## src/rtl/bus_dest_regbank.sv

```systemverilog
// bus_dest_regbank: write side of the 32-bit datapath bus.
// Holds every bus-readable register and captures bus_in into the one named by
// dest_sel. It also runs the MDR memory fetch, the 64-bit Z capture and the PC
// increment. Every register output comes straight from a flop.
module bus_dest_regbank #(
    parameter int                DATA_W   = 32,
    parameter logic [DATA_W-1:0] RESET_PC = '0
) (
    input  logic                  clock,
    input  logic                  clear,
    input  logic [DATA_W-1:0]     bus_in,
    input  logic [4:0]            dest_sel,
    input  logic                  wr_valid,
    output logic                  wr_ready,
    input  logic [2*DATA_W-1:0]   z_in,
    input  logic                  z_load,
    input  logic                  pc_inc,
    input  logic                  md_read,
    output logic                  mem_rd_req,
    input  logic                  mem_rd_ack,
    input  logic [DATA_W-1:0]     mem_rd_data,
    output logic [16*DATA_W-1:0]  gpr_flat,
    output logic [DATA_W-1:0]     hi,
    output logic [DATA_W-1:0]     lo,
    output logic [DATA_W-1:0]     zhigh,
    output logic [DATA_W-1:0]     zlow,
    output logic [DATA_W-1:0]     pc,
    output logic [DATA_W-1:0]     mdr,
    output logic [DATA_W-1:0]     out_port,
    output logic                  busy,
    output logic                  dest_err
);

    // Destination codes; they match the bus multiplexer's source encoding.
    localparam logic [4:0] CODE_HI    = 5'd16;
    localparam logic [4:0] CODE_LO    = 5'd17;
    localparam logic [4:0] CODE_ZHIGH = 5'd18;
    localparam logic [4:0] CODE_ZLOW  = 5'd19;
    localparam logic [4:0] CODE_PC    = 5'd20;
    localparam logic [4:0] CODE_MDR   = 5'd21;
    localparam logic [4:0] CODE_OUT   = 5'd22;

    typedef enum logic {
        IDLE  = 1'b0,
        FETCH = 1'b1
    } state_t;

    state_t state;
    state_t state_nxt;

    logic              wr_fire;
    logic              fetch_start;
    logic              fetch_done;
    logic [DATA_W-1:0] gpr [16];

    // PC advance; wraps modulo 2^DATA_W.
    function automatic logic [DATA_W-1:0] incr_wrap(input logic [DATA_W-1:0] v);
        return v + {{(DATA_W-1){1'b0}}, 1'b1};
    endfunction

    // A memory fetch takes priority over a bus write, and no write is accepted while a fetch is in progress.
    assign wr_ready = (state == IDLE) && !md_read;
    assign wr_fire  = wr_valid && wr_ready;
    assign busy     = (state == FETCH);

    // FSM state register.
    always_ff @(posedge clock or negedge clear) begin
        if (!clear) state <= IDLE;
        else        state <= state_nxt;
    end

    // Next state and the fetch start/finish strobes.
    always_comb begin
        state_nxt   = state;
        fetch_start = 1'b0;
        fetch_done  = 1'b0;
        case (state)
            IDLE: begin
                if (md_read) begin
                    fetch_start = 1'b1;
                    state_nxt   = FETCH;
                end
            end
            FETCH: begin
                if (mem_rd_ack) begin
                    fetch_done = 1'b1;
                    state_nxt  = IDLE;
                end
            end
            default: state_nxt = IDLE;
        endcase
    end

    // Memory read request: set when a fetch starts and held until the ack is sampled.
    always_ff @(posedge clock or negedge clear) begin
        if (!clear)           mem_rd_req <= 1'b0;
        else if (fetch_start) mem_rd_req <= 1'b1;
        else if (fetch_done)  mem_rd_req <= 1'b0;
    end

    // General-purpose registers R0..R15. R0 is an ordinary register on the write side.
    always_ff @(posedge clock or negedge clear) begin
        if (!clear) begin
            for (int i = 0; i < 16; i++) gpr[i] <= '0;
        end else if (wr_fire && !dest_sel[4]) begin
            gpr[dest_sel[3:0]] <= bus_in;
        end
    end

    // Pack the register file into the flat output. Rn sits at [n*DATA_W +: DATA_W].
    always_comb begin
        gpr_flat = '0;
        for (int i = 0; i < 16; i++) gpr_flat[i*DATA_W +: DATA_W] = gpr[i];
    end

    // HI, LO and Out_Port load only from the bus.
    always_ff @(posedge clock or negedge clear) begin
        if (!clear) begin
            hi       <= '0;
            lo       <= '0;
            out_port <= '0;
        end else if (wr_fire) begin
            if (dest_sel == CODE_HI)  hi       <= bus_in;
            if (dest_sel == CODE_LO)  lo       <= bus_in;
            if (dest_sel == CODE_OUT) out_port <= bus_in;
        end
    end

    // Z halves. A bus write to one half wins over z_load for that half only.
    always_ff @(posedge clock or negedge clear) begin
        if (!clear) begin
            zhigh <= '0;
            zlow  <= '0;
        end else begin
            if (wr_fire && dest_sel == CODE_ZHIGH) zhigh <= bus_in;
            else if (z_load)                       zhigh <= z_in[2*DATA_W-1:DATA_W];
            if (wr_fire && dest_sel == CODE_ZLOW)  zlow  <= bus_in;
            else if (z_load)                       zlow  <= z_in[DATA_W-1:0];
        end
    end

    // PC. A bus write wins over the increment.
    always_ff @(posedge clock or negedge clear) begin
        if (!clear)                          pc <= RESET_PC;
        else if (wr_fire && dest_sel == CODE_PC) pc <= bus_in;
        else if (pc_inc)                     pc <= incr_wrap(pc);
    end

    // MDR loads from memory when a fetch completes, otherwise from the bus.
    // The two sources cannot coincide because wr_ready is low in FETCH.
    always_ff @(posedge clock or negedge clear) begin
        if (!clear)                               mdr <= '0;
        else if (fetch_done)                      mdr <= mem_rd_data;
        else if (wr_fire && dest_sel == CODE_MDR) mdr <= bus_in;
    end

    // Sticky flag for an accepted write whose code names no register.
    always_ff @(posedge clock or negedge clear) begin
        if (!clear)                         dest_err <= 1'b0;
        else if (wr_fire && dest_sel > CODE_OUT) dest_err <= 1'b1;
    end

endmodule

```

## config.mk

```make
export PLATFORM = sky130hd
export DESIGN_NAME = bus_dest_regbank
export DESIGN_NICKNAME = d
export VERILOG_FILES = /design/src/rtl/bus_dest_regbank.sv
export SDC_FILE = /design/constraint.sdc
export NUM_CORES = 1
export LEC_CHECK = 0
export CORE_AREA = 8 8 334 336
export DETAILED_ROUTE_END_ITERATION = 8
export DIE_AREA = 0 0 342 344
export SKIP_CTS_REPAIR_TIMING = 1
export SYNTH_ARGS = -nofsm -noshare
export SYNTH_HDL_FRONTEND = slang
export SYNTH_SLANG_ARGS = --single-unit
```

## constraint.sdc

```tcl
create_clock -name clock -period 5.3 [get_ports clock]
set_input_delay 1.06 -clock clock [delete_from_list [all_inputs] [get_ports clock]]
set_output_delay 1.06 -clock clock [all_outputs]
set_load 0.02 [all_outputs]
```

== Word level (Yosys, flattened, before mapping) ==
Cells that the tools add are included.

* Equality and inequality tests: 7
* Bitwise gates (word level): 2
* Reductions and logical operators: 19
* Muxes and demuxes: 19
* $lt $le $gt $ge: 3
* Add/sub/neg operators: 1

{| class="wikitable"
|+ Operators by type and width
! cell !! number
|-
| $bwmux W512 || 1
|-
| $mux W32 || 9
|-
| $demux W32 S4 || 1
|-
| $eq A5 B5 Y1 const B || 7
|-
| $add A32 B1 Y32 const B || 1
|-
| $reduce_bool A2 Y1 || 5
|-
| $logic_and A1 B1 Y1 || 9
|-
| $mux W1 || 7
|-
| $reduce_and A2 Y1 || 3
|-
| $ge A5 B5 Y1 const B || 1
|-
| $gt A5 B5 Y1 const B || 1
|-
| $lt A5 B1 Y1 const B || 1
|-
| $not A4 Y5 || 1
|-
| $logic_not A1 Y1 || 2
|-
| $pmux W1 S2 || 1
|-
| $not A1 Y1 || 1
|}

* Word-level logic and storage cells: 77
* Register bits: 739
* Output and inout port bits: 740
* Input bits: 140

== Logic depth before layout (Yosys ltp) ==
* Word-level depth: 6
* Mapped depth: 7
* Mapped depth without buffers: 6

== Least setup slack after synthesis ==
No wires, ideal clock.

* Path type: input -> register
* From: input md_read
* To: register out_port[21]
* Data arrival time: 2.355 ns
* Path slack: 2.820 ns
* Setup time: 0.125 ns
* Buffers on the path: 1
* Stages: 5
* Cells stage by stage: nor2_2 nand4_1 nor2_1 buf_4 mux2_2

* Word-level cells in the longest chain between the ends: 4

{| class="wikitable"
|+ Ends and longest elaborated chain
! item !! line !! RTL
|-
| from (decl) || 18 || <nowiki>input logic md_read,</nowiki>
|-
| $logic_not A1 Y1 || 62 || <nowiki>assign wr_ready = (state == IDLE) && !md_read;</nowiki>
|-
| $logic_and A1 B1 Y1 || 62 ||
|-
| $logic_and A1 B1 Y1 || 63 || <nowiki>assign wr_fire = wr_valid && wr_ready;</nowiki>
|-
| $reduce_and A2 Y1 (no line) || - ||
|-
| to (signal assigned) || 125 || <nowiki>if (dest_sel == CODE_OUT) out_port <= bus_in;</nowiki>
|-
| to (decl) || 29 || <nowiki>output logic [DATA_W-1:0] out_port,</nowiki>
|}

Every way passes these cells.
A chain may end at the register's enable or synchronous reset.

== Worst setup path after layout ==
* From: input md_read
* To: output wr_ready

* Word-level cells in the longest chain between the ends: 2

{| class="wikitable"
|+ Ends and longest elaborated chain
! item !! line !! RTL
|-
| $logic_not A1 Y1 || 62 ||
|-
| $logic_and A1 B1 Y1 || 62 ||
|-
| to (decl) || 14 || <nowiki>output logic wr_ready,</nowiki>
|}

Every way passes these cells.

==> impl_metrics.toml <==
[run_status]
status = "finished clean"

[clock_tree]
clk_pin_slew_ps = 60
cts_max_level = 3
root_buffer = "clkbuf_16"
clock_latency_ps = 660
cts_sinks = 739
clock_path_buffers = 3
cts_tree = "built"
cts_buffers = 84

[floorplan]
die_y_um = 344
die_area_mm2 = 0.1176
start_util = 0.2732
dieWidth_um = 342
io_pins = 880
coreArea_mm2 = 0.1063
rows = 120

[placement]
io_buffers = 879
globalplace.congestion = 0.7653
place_area_mm2 = 0.03943
place.detailed.hpwl_um = 81020
place_inst = 4165
pre_cts_slack_ps = 1369

[timing]
max_slew_margin = 0.1823
tns_ps = 0
holdWs_ps = 481.4
final-hold-violation-count = 0
fin_ws_ps = 1559
max_freq_ghz = 0.2673
fin_crit_sh = 0.7059
final_max_slew_viol_count = 0
rsz0062_at_grt = "false"
tightest_slew_ps = 1224
fin_skew_ps = 31.83
min_period_ps = 3741
finalSetupViolCount = 0

[power]
power_frac_clock = 0.376
peakVddDrop_mv = 0.3110
power_frac_comb = 0.204
power_mw = 15.62
powerDensity_mw_per_mm2 = 369.9
p_leak_nw = 19.21
intPower_mw = 11.06
switching_power_mw = 4.567
swShare = 0.2923
seqPwrFrac = 0.420

[finish]
fin_util = 0.3973
post-route-cell-area_mm2 = 0.04224
regArea_mm2 = 0.01849
fin_nets = 2989
stdcell_count = 4328
layout.cells.most_common = "clkdlybuf4s50_1"
drive_gt1_frac = 0.2783
layout_common_cells = "clkdlybuf4s50_1, dfrtp_1, mux2_2"
areaGrowthSynthToFinish_pct = 45.46
multi_input_area_mm2 = 0.009931
fillers = 10140

[yosys]
syn_area_mm2 = 0.02904
ys_seq_area_frac = 0.6369
synth.net_count = 2131
synthCells = 1990
synth.distinct_cells = 39
syn_area_per_cell_um2 = 14.59
yosys_warnings = 0
ys_seq_elements = 739

[run]
maxCapViolations = 0

[setup_path]
crit_path_end_kind = "output pin"
critPathRequiredTime_ps = 4240
cp.arrival_ps = 2680
path_class = "primary input to output pin"
crit_path_start_kind = "primary input"
worstPathMaxFanout = 5

[route]
drtIter0Drc = 970
avgViaCountPerCell = 4.579
ant_nets = 0
num_vias = 19820
drc = 0
drt-pass1-iter-count = 4
avgRoutedWirePerCell_um = 26.72
drt_wl_total_um = 115700

[global_route]
grt_pass1_vias = 20840
overflow = 0
grt_max_degree = 103
antenna_found_initial = 29
grtUsageTotal = 0.1887
grt_pass1_wl_um = 160600

[hold_path]
hp-class = "register to register"
==> state kept, by name, indices dropped and copies added, names as in the netlist, 32 cells and up <==
register and cells:
pc 32, gpr_flat 512, zlow 32, zhigh 32, hi 32, mdr 32, lo 32, out_port 32
==> cell usage after synthesis (all sizes together) <==
master	instances	area [um^2]
a21oi	64	320.3
a31o	1	8.760
a41o	1	10.01
and2	2	12.51
and3	3	18.77
and3b	1	8.760
and4	4	35.03
and4b	1	10.01
buf	67	357.8
clkbuf	92	345.3
dfrtp	739	18490
ha	1	12.51
inv	4	15.01
mux2	608	6847
mux2i	97	970.9
nand2	83	311.6
nand2b	2	12.51
nand3	17	90.09
nand4	12	90.09
nand4b	1	15.01
nor2	79	309.0
nor2b	3	21.27
nor3	7	56.31
nor3b	1	12.51
nor4	4	55.05
o21ai	64	320.3
o22ai	1	6.260
xnor2	9	78.83
xor2	22	192.7
==> path summary, 6_finish.rpt <==
check	start	endpoint	slack [ps]	cells after the start
setup reg to reg	busy	gpr_flat[298]	2610	4
hold reg to reg	out_port[29]	out_port[29]	480	1
max in group asynchronous	clear	gpr_flat[360]	3670	2
min in group asynchronous	clear	dest_err	510	1
hold / removal	out_port[29]	out_port[29]	480	1
setup / recovery	md_read	wr_ready	1560	3
==> worst max-delay path, cell delays in order <==
cell             delay (ps)
clkdlybuf4s50_1         540
nor2_2                  230
clkdlybuf4s50_1         850
==> kinds of logic (layout without fill, tap and decap cells) <==
kind of cell | Yosys count | after routing | share of synthesized area
AND/OR/NAND/NOR | 220 | 220 | 0.03645
adder cells (fa/ha/maj) | 1 | 1 | 0.0004308
other | 0 | 14 | 0
XOR/XNOR | 31 | 31 | 0.009351
flip-flops | 739 | 739 | 0.6369
buffers and inverters | 163 | 1084 | 0.02473
AO/OA/AOI/OAI | 131 | 131 | 0.02292
multiplexers | 705 | 705 | 0.2692
==> power groups by stage <==
| stage | combinational, mW | clock [mW] | sequential (mW) |
|---|---|---|---|
| 2_1_floorplan | 0.635 | 0 | 7.33 |
| 5_1_grt | 3.36 | 6.26 | 6.63 |
| 4_1_cts | 3.25 | 6.06 | 6.56 |
| 3_5_place_dp | 3.23 | 0 | 6.65 |
| 3_3_place_gp | 3.22 | 0 | 6.64 |
| 6_report | 3.19 | 5.88 | 6.56 |
==> routing by layer <==
| metal | up-vias | global-route usage | share of wire |
|---|---|---|---|
| li1 | 8662 | - | - |
| met2 | 734 | 0.3107 | 0.47 |
| met5 | - | 0 | 0.00084 |
| met4 | 14 | 0.06966 | 0.035 |
| met3 | 176 | 0.07870 | 0.098 |
| met1 | 10230 | 0.2200 | 0.39 |
==> area by class of cell <==
class,count,area share
Antenna cell,14,0.0008295
Clock buffer,114,0.05528
Clock inverter,35,0.01037
Inverter,4,0.0003555
Multi-Input combinational cell,1088,0.2351
Sequential cell,739,0.4378
Tap cell,1403,0.04156
Timing Repair Buffer,931,0.2186
Note: power is estimated with default switching activity, not from simulation.
